`config.mk`:
```
export PLATFORM = sky130hd
export DESIGN_NAME = hdmi_tpg_gen
export DESIGN_NICKNAME = d
export VERILOG_FILES = /design/src/rtl/hdmi_tpg_pkg.sv /design/src/rtl/hdmi_timing_core.sv /design/src/rtl/hdmi_tpg_gen.sv
export SDC_FILE = /design/constraint.sdc
export NUM_CORES = 1
export LEC_CHECK = 0
export ABC_AREA = 1
export CAP_MARGIN = 5
export CELL_PAD_IN_SITES_DETAIL_PLACEMENT = 0
export CELL_PAD_IN_SITES_GLOBAL_PLACEMENT = 1
export CORE_MARGIN = 4
export CORE_UTILIZATION = 39
export DETAILED_ROUTE_END_ITERATION = 8
export MAX_ROUTING_LAYER = met4
export PLACE_DENSITY = 0.74
export SYNTH_ARGS = -nofsm -noshare
export SYNTH_HDL_FRONTEND = slang
export SYNTH_HIERARCHICAL = 1
export SYNTH_SLANG_ARGS = --single-unit
```
`constraint.sdc`:
```
create_clock -name pixel_clk -period 2.1 [get_ports pixel_clk]
set_input_delay 0.42 -clock pixel_clk [delete_from_list [all_inputs] [get_ports pixel_clk]]
set_output_delay 0.42 -clock pixel_clk [all_outputs]
set_load 0.1 [all_outputs]
```
`src/rtl/hdmi_tpg_pkg.sv`:
```
// Shared types and constants for the HDMI YCbCr 4:2:2 test-pattern generator.
package hdmi_tpg_pkg;

  typedef enum logic [1:0] {
    MODE_BARS  = 2'd0,
    MODE_RAMP  = 2'd1,
    MODE_SOLID = 2'd2,
    MODE_CHECK = 2'd3
  } tpg_mode_t;

  typedef struct packed {
    logic [7:0] y;
    logic [7:0] cb;
    logic [7:0] cr;
  } ycbcr_t;

  localparam logic [7:0] BLANK_Y   = 8'h10;
  localparam logic [7:0] BLANK_C   = 8'h80;
  localparam logic [7:0] WHITE_Y   = 8'd235;
  localparam logic [7:0] BLACK_Y   = 8'd16;
  localparam logic [7:0] NEUTRAL_C = 8'd128;

  // BT.601 limited-range 100% colour bars, left to right.
  localparam ycbcr_t BAR_LUT [8] = '{
    '{8'd235, 8'd128, 8'd128},
    '{8'd210, 8'd16,  8'd146},
    '{8'd170, 8'd166, 8'd16 },
    '{8'd145, 8'd54,  8'd34 },
    '{8'd106, 8'd202, 8'd222},
    '{8'd81,  8'd90,  8'd240},
    '{8'd41,  8'd240, 8'd110},
    '{8'd16,  8'd128, 8'd128}
  };

  // Luma ramp 16..235 driven by the low byte of the column index.
  function automatic logic [7:0] ramp_luma(input logic [7:0] x8);
    return (x8 < 8'd220) ? (x8 + 8'd16) : (x8 - 8'd204);
  endfunction

endpackage

```
`src/rtl/hdmi_timing_core.sv`:
```
// Raster timing: h/v counters plus raw sync, data-enable and pixel coordinates.
// Shared with the HDR output stage, so it carries no pattern knowledge.
module hdmi_timing_core #(
  parameter int   H_ACTIVE = 1280,
  parameter int   H_FRONT  = 110,
  parameter int   H_SYNC   = 40,
  parameter int   H_BACK   = 220,
  parameter int   V_ACTIVE = 720,
  parameter int   V_FRONT  = 5,
  parameter int   V_SYNC   = 5,
  parameter int   V_BACK   = 20,
  parameter int   CNT_W    = 13,
  parameter logic HS_ACT   = 1'b0,
  parameter logic VS_ACT   = 1'b0
) (
  input  logic             pixel_clk,
  input  logic             reset_n,
  output logic [CNT_W-1:0] x,
  output logic [CNT_W-1:0] y,
  output logic             de,
  output logic             hs,
  output logic             vs,
  output logic             origin
);

  localparam logic [CNT_W-1:0] H_LAST = CNT_W'(H_ACTIVE + H_FRONT + H_SYNC + H_BACK - 1);
  localparam logic [CNT_W-1:0] V_LAST = CNT_W'(V_ACTIVE + V_FRONT + V_SYNC + V_BACK - 1);
  localparam logic [CNT_W-1:0] H_ACT  = CNT_W'(H_ACTIVE);
  localparam logic [CNT_W-1:0] V_ACT  = CNT_W'(V_ACTIVE);
  localparam logic [CNT_W-1:0] HS_BEG = CNT_W'(H_ACTIVE + H_FRONT);
  localparam logic [CNT_W-1:0] HS_END = CNT_W'(H_ACTIVE + H_FRONT + H_SYNC);
  localparam logic [CNT_W-1:0] VS_BEG = CNT_W'(V_ACTIVE + V_FRONT);
  localparam logic [CNT_W-1:0] VS_END = CNT_W'(V_ACTIVE + V_FRONT + V_SYNC);

  logic [CNT_W-1:0] h_cnt;
  logic [CNT_W-1:0] v_cnt;

  always_ff @(posedge pixel_clk or negedge reset_n) begin
    if (!reset_n) begin
      h_cnt <= '0;
      v_cnt <= '0;
    end else if (h_cnt == H_LAST) begin
      h_cnt <= '0;
      v_cnt <= (v_cnt == V_LAST) ? '0 : v_cnt + CNT_W'(1);
    end else begin
      h_cnt <= h_cnt + CNT_W'(1);
    end
  end

  assign x      = h_cnt;
  assign y      = v_cnt;
  assign de     = (h_cnt < H_ACT) && (v_cnt < V_ACT);
  assign hs     = ((h_cnt >= HS_BEG) && (h_cnt < HS_END)) ? HS_ACT : ~HS_ACT;
  assign vs     = ((v_cnt >= VS_BEG) && (v_cnt < VS_END)) ? VS_ACT : ~VS_ACT;
  assign origin = (h_cnt == '0) && (v_cnt == '0);

endmodule

```
`src/rtl/hdmi_tpg_gen.sv`:
```
// HDMI test-pattern generator for the ADV7513 (YCbCr 4:2:2, 8+8 bit).
// Define TPG_BORDER_EN to force a one-pixel white border around the active area.
module hdmi_tpg_gen
  import hdmi_tpg_pkg::*;
#(
  parameter int   H_ACTIVE = 1280,
  parameter int   H_FRONT  = 110,
  parameter int   H_SYNC   = 40,
  parameter int   H_BACK   = 220,
  parameter int   V_ACTIVE = 720,
  parameter int   V_FRONT  = 5,
  parameter int   V_SYNC   = 5,
  parameter int   V_BACK   = 20,
  parameter int   CNT_W    = 13,
  parameter logic HS_ACT   = 1'b0,
  parameter logic VS_ACT   = 1'b0,
  parameter int   CHK_LOG2 = 5
) (
  input  logic        pixel_clk,
  input  logic        reset_n,
  input  logic [1:0]  mode,
  input  logic [7:0]  solid_y,
  input  logic [7:0]  solid_cb,
  input  logic [7:0]  solid_cr,
  output logic        data_enable,
  output logic        hsync,
  output logic        vsync,
  output logic [7:0]  data_Y,
  output logic [7:0]  data_Cb_Cr,
  output logic        frame_start,
  output logic [15:0] frame_cnt
);

  localparam logic [CNT_W-1:0] CHK_MASK = CNT_W'(1) << CHK_LOG2;

  logic [CNT_W-1:0] x;
  logic [CNT_W-1:0] y;
  logic             raw_de;
  logic             raw_hs;
  logic             raw_vs;
  logic             at_origin;

  tpg_mode_t mode_q;
  tpg_mode_t eff_mode;
  ycbcr_t    solid_in;
  ycbcr_t    solid_q;
  ycbcr_t    eff_solid;
  ycbcr_t    px;
  logic [2:0] bar_idx;
  logic       chk_on;
  logic       on_border;

  logic       s1_de;
  logic       s1_hs;
  logic       s1_vs;
  logic       s1_first;
  logic [7:0] s1_y;
  logic [7:0] s1_c;

  hdmi_timing_core #(
    .H_ACTIVE (H_ACTIVE),
    .H_FRONT  (H_FRONT),
    .H_SYNC   (H_SYNC),
    .H_BACK   (H_BACK),
    .V_ACTIVE (V_ACTIVE),
    .V_FRONT  (V_FRONT),
    .V_SYNC   (V_SYNC),
    .V_BACK   (V_BACK),
    .CNT_W    (CNT_W),
    .HS_ACT   (HS_ACT),
    .VS_ACT   (VS_ACT)
  ) u_timing (
    .pixel_clk (pixel_clk),
    .reset_n   (reset_n),
    .x         (x),
    .y         (y),
    .de        (raw_de),
    .hs        (raw_hs),
    .vs        (raw_vs),
    .origin    (at_origin)
  );

  assign solid_in = {solid_y, solid_cb, solid_cr};
  assign chk_on   = |((x ^ y) & CHK_MASK);

`ifdef TPG_BORDER_EN
  localparam logic [CNT_W-1:0] X_LAST = CNT_W'(H_ACTIVE - 1);
  localparam logic [CNT_W-1:0] Y_LAST = CNT_W'(V_ACTIVE - 1);
  assign on_border = (x == '0) || (x == X_LAST) || (y == '0) || (y == Y_LAST);
`else
  assign on_border = 1'b0;
`endif

  // Bar index = floor(x*8/H_ACTIVE) via seven constant ceil thresholds.
  always_comb begin
    bar_idx = '0;
    for (int k = 1; k < 8; k++) begin
      if (x >= CNT_W'((k * H_ACTIVE + 7) / 8)) bar_idx = 3'(k);
    end
  end

  // Pixel (0,0) uses the live inputs so the new frame's settings apply from its first pixel.
  always_comb begin
    eff_mode  = at_origin ? tpg_mode_t'(mode) : mode_q;
    eff_solid = at_origin ? solid_in : solid_q;
    px        = '{BLANK_Y, BLANK_C, BLANK_C};
    case (eff_mode)
      MODE_BARS:  px = BAR_LUT[bar_idx];
      MODE_RAMP:  px = '{ramp_luma(x[7:0]), NEUTRAL_C, NEUTRAL_C};
      MODE_SOLID: px = eff_solid;
      MODE_CHECK: px = '{chk_on ? WHITE_Y : BLACK_Y, NEUTRAL_C, NEUTRAL_C};
    endcase
    if (on_border) px = '{WHITE_Y, NEUTRAL_C, NEUTRAL_C};
  end

  always_ff @(posedge pixel_clk or negedge reset_n) begin
    if (!reset_n) begin
      mode_q  <= MODE_BARS;
      solid_q <= '{BLANK_Y, BLANK_C, BLANK_C};
    end else if (at_origin) begin
      mode_q  <= tpg_mode_t'(mode);
      solid_q <= solid_in;
    end
  end

  // Stage 1: pattern result plus the timing flags that travel with it.
  always_ff @(posedge pixel_clk or negedge reset_n) begin
    if (!reset_n) begin
      s1_de    <= 1'b0;
      s1_hs    <= ~HS_ACT;
      s1_vs    <= ~VS_ACT;
      s1_first <= 1'b0;
      s1_y     <= BLANK_Y;
      s1_c     <= BLANK_C;
    end else begin
      s1_de    <= raw_de;
      s1_hs    <= raw_hs;
      s1_vs    <= raw_vs;
      s1_first <= at_origin;
      s1_y     <= raw_de ? px.y : BLANK_Y;
      s1_c     <= raw_de ? (x[0] ? px.cr : px.cb) : BLANK_C;
    end
  end

  // Stage 2: pin registers, so syncs and pixel data leave together.
  always_ff @(posedge pixel_clk or negedge reset_n) begin
    if (!reset_n) begin
      data_enable <= 1'b0;
      hsync       <= ~HS_ACT;
      vsync       <= ~VS_ACT;
      data_Y      <= BLANK_Y;
      data_Cb_Cr  <= BLANK_C;
      frame_start <= 1'b0;
      frame_cnt   <= '0;
    end else begin
      data_enable <= s1_de;
      hsync       <= s1_hs;
      vsync       <= s1_vs;
      data_Y      <= s1_y;
      data_Cb_Cr  <= s1_c;
      frame_start <= s1_first;
      if (s1_first) frame_cnt <= frame_cnt + 16'd1;
    end
  end

endmodule

```
==> results.tsv <==
stage	metric	value	unit
critical_path	rrSetupSlack	-190	ps
worst_hold_path	hp-class	primary input to asynchronous set/reset pin	
sta	setup_viol	16	
detailed_routing	wl_met3	597	um
placed_design	post_dp_cell_area	7120	um^2
cells_and_area	layout_commonest_cell	nand2_1	
sta	slew_headroom	68.8	%
cts	cts-buffers-inserted	9	
logic_synthesis	seq_area_frac_synth	47.7	%
detailed_routing	dr.pass1.iters	4	
logic_synthesis	syn_avg_cell_area	8.73	um^2
power	internal_power	3.12	mW
cells_and_area	finalInstanceArea	7830	um^2
cells_and_area	fin_nets	874	
cells_and_area	drive_gt1_share	34.5	%
global_routing	grt_use_total	19.4	%
cts	clkSinkCount	108	
detailed_routing	drc_errors	0	
detailed_routing	wl_met2	7550	um
critical_path	timing.rr.end	s1_y[6]	
floorplan	row_count	43	
placed_design	place.gp.congestion	0.893	
logic_synthesis	synth_edf_count	0	
status	violations	setup timing	
status	outcome	complete, but fails checks	
cells_and_area	layout_common_cells	nand2_1 (162), buf_4 (135), dfrtp_1 (92), inv_1 (66), nor2_1 (49)	
cells_and_area	fin_util	55.5	%
sta	finalCriticalPeriod	2290	ps
floorplan	die_y	129	um
power	p_sw_share	26.3	%
cts	max-clock-path-buffers	2	
global_routing	grt_pass1_vias	5041	
critical_path	cp-start-kind	flip-flop	
placed_design	hpwl	11500	um
logic_synthesis	yosysWarningCount	6	
logic_synthesis	synth_ff_type	dfrtp_1	
power	p_leak	3.90	nW
cts	hold_buffers	0	
logic_synthesis	syn_nets	703	
power	power	4.23	mW
cts	path_clk_slew	70	ps
global_routing	grt_max_degree	47	
logic_synthesis	ys_types	50	
sta	rsz0062_at_grt	yes	
cts	clock_latency	350	ps
sta	finalWorstSetupSlack	-189	ps
cts	cts_root_buffer	clkbuf_16	
sta	finalHoldViolations	0	
critical_path	arrival	2560	ps
cells_and_area	antenna_cells	0	
sta	worst_pin_slew	469	ps
detailed_routing	drtIter0Drc	216	
logic_synthesis	async_flop_share	100	%
critical_path	required	2370	ps
power	power_switching	1.11	mW
global_routing	grt_pass1_wl	24800	um
sta	fmax	0.437	GHz
logic_synthesis	ys_ff_latch	108	
power	vdd_drop_max	495	uV
floorplan	fp.coreArea	14100	um^2
sta	finClkSkew	6.70	ps
sta	setup-tns-final	-2150	ps
placed_design	io_buffer_count	63	
floorplan	ioPinCount	64	
logic_synthesis	synth_area_leaders	dfrtp_1 (43%), nand2_1 (11%), dfstp_2 (5.1%)	
critical_path	rr_worst_depth	14	
detailed_routing	top_layer_used	met4	
detailed_routing	ant_nets	0	
detailed_routing	vias	4882	
placed_design	place_ws	-237	ps
logic_synthesis	synth_cells	653	
critical_path	worst_setup_path_end_kind	flip-flop	
detailed_routing	routed_wl	15200	um
run	drv_cap	0	
global_routing	antenna_found_initial	0	
cells_and_area	syn_to_final_growth	37.3	%
power	clkPwrFrac	37.8	%
power	comb_power_share	11.0	%
cells_and_area	fillers	1305	
sta	slew_violations	0	
logic_synthesis	synth_top_cell_area_share	42.6	%
floorplan	fp.dieArea	16600	um^2
floorplan	die_w	129	um
global_routing	overflow	0	
power	power.density	541	nW/um^2
power	power_frac_seq	51.2	%
sta	fin_crit_sh	109	%
critical_path	rr_startpoint	u_timing/y[1]	
floorplan	initial_core_util	40.4	%
critical_path	worstPathMaxFanout	8	
detailed_routing	drt-met1-wl	6710	um
critical_path	critPathKind	flip-flop to flip-flop	
detailed_routing	routedWlPerCell	15.0	um
detailed_routing	viasPerCell	4.84	
cts	cts_tree	yes	
cts	htree_levels	3	
logic_synthesis	syn_area	5700	um^2
logic_synthesis	synth_area_leader_cell	dfrtp_1	
==> power groups by stage <==
stage          logic, mW  clock network, mW  registers [mW]
6_report           0.464               1.60            2.17
5_1_grt            0.495               1.74            2.17
4_1_cts            0.454               1.67            2.17
3_5_place_dp       0.424                  0            2.21
3_3_place_gp       0.418                  0            2.21
2_1_floorplan     0.0872                  0            2.36
==> critical path, stage by stage, from the launching register on <==
cell and delay (ps):
dfrtp_1 400, inv_2 70, ha_1 130, nor3b_2 170, nand3_2 140, nor4_4 240
buf_6 180, nand2_4 70, nand2_8 120, clkinv_8 80, nor2_8 150, o21ai_2 70
a21oi_1 120, o21ai_1 90, a211oi_2 170
==> cell families (layout without fill, tap and decap cells) <==
family                   count (synthesis)  after routing  synth area share, %
AND/OR/NAND/NOR                        328            328                 27.5
buffers and inverters                   92            268                 7.03
multiplexers                             2              2                0.351
flip-flops                             108            108                 47.7
AO/OA/AOI/OAI                           78             78                 9.09
adder cells (fa/ha/maj)                 22             22                 4.83
XOR/XNOR                                23             23                 3.53
==> through the flow <==
| stage | cells | hold WS (ps) |
|---|---|---|
| finish | 1009 | 23.7 |
| global route | 1009 | 49.4 |
| CTS | 1001 | 29.6 |
| detailed placement | 972 | 335 |
| global placement | 972 | 332 |
| floorplan | 653 | 124 |
==> worst max path at each step <==
stage | from | to
2_1_floorplan | u_timing/y[0] | s1_c[3]
4_1_cts | u_timing/y[0] | s1_y[6]
3_3_place_gp | u_timing/y[8] | s1_y[1]
6_report | u_timing/y[1] | s1_y[6]
3_5_place_dp | u_timing/y[8] | s1_y[3]
5_1_grt | u_timing/y[1] | s1_y[6]
==> synth_stat cells, drive strengths merged (10+ instances only) <==
master and n:
inv 80, dfrtp 97, nor3 12, dfstp 11, nand4 13, ha 22, nor2 74, nand3 37
a21oi 23, nand2 187, o21ai 28, xor2 17, buf 10
==> sequential cells by signal, summed over array words and instances (netlist names), 2 cells and up <==
signal,count
frame_cnt,16
mode_q,2
data_Cb_Cr,8
data_Y,8
u_timing/y,13
solid_q,24
s1_c,8
u_timing/x,13
s1_y,8
==> cell type report <==
class	count	area [um^2]	area share [%]
inverter	80	333	4.25
sequential	108	2720	34.8
tap	180	225	2.88
clock inverter	5	45.0	0.575
clock buffer	11	233	2.97
multi-input combinational	453	2830	36.1
timing repair inverter	2	12.5	0.160
timing repair buffer	170	1430	18.2
==> metal layers <==
layer	track usage [%]	up-vias
li1	-	2443
met1	23.9	2340
met2	32.0	81
met3	4.03	18
met4	6.05	0
met5	-	-
==> timing repair <==
| action | in CTS | in global routing |
|---|---|---|
| buffers inserted | 11 | 8 |
| endpoints found under the setup margin | 16 | 23 |
| gates resized for setup | 48 | 20 |
| cloned | 2 | 0 |
| pin swaps | 19 | 18 |
(Power assumes the default switching activity.)
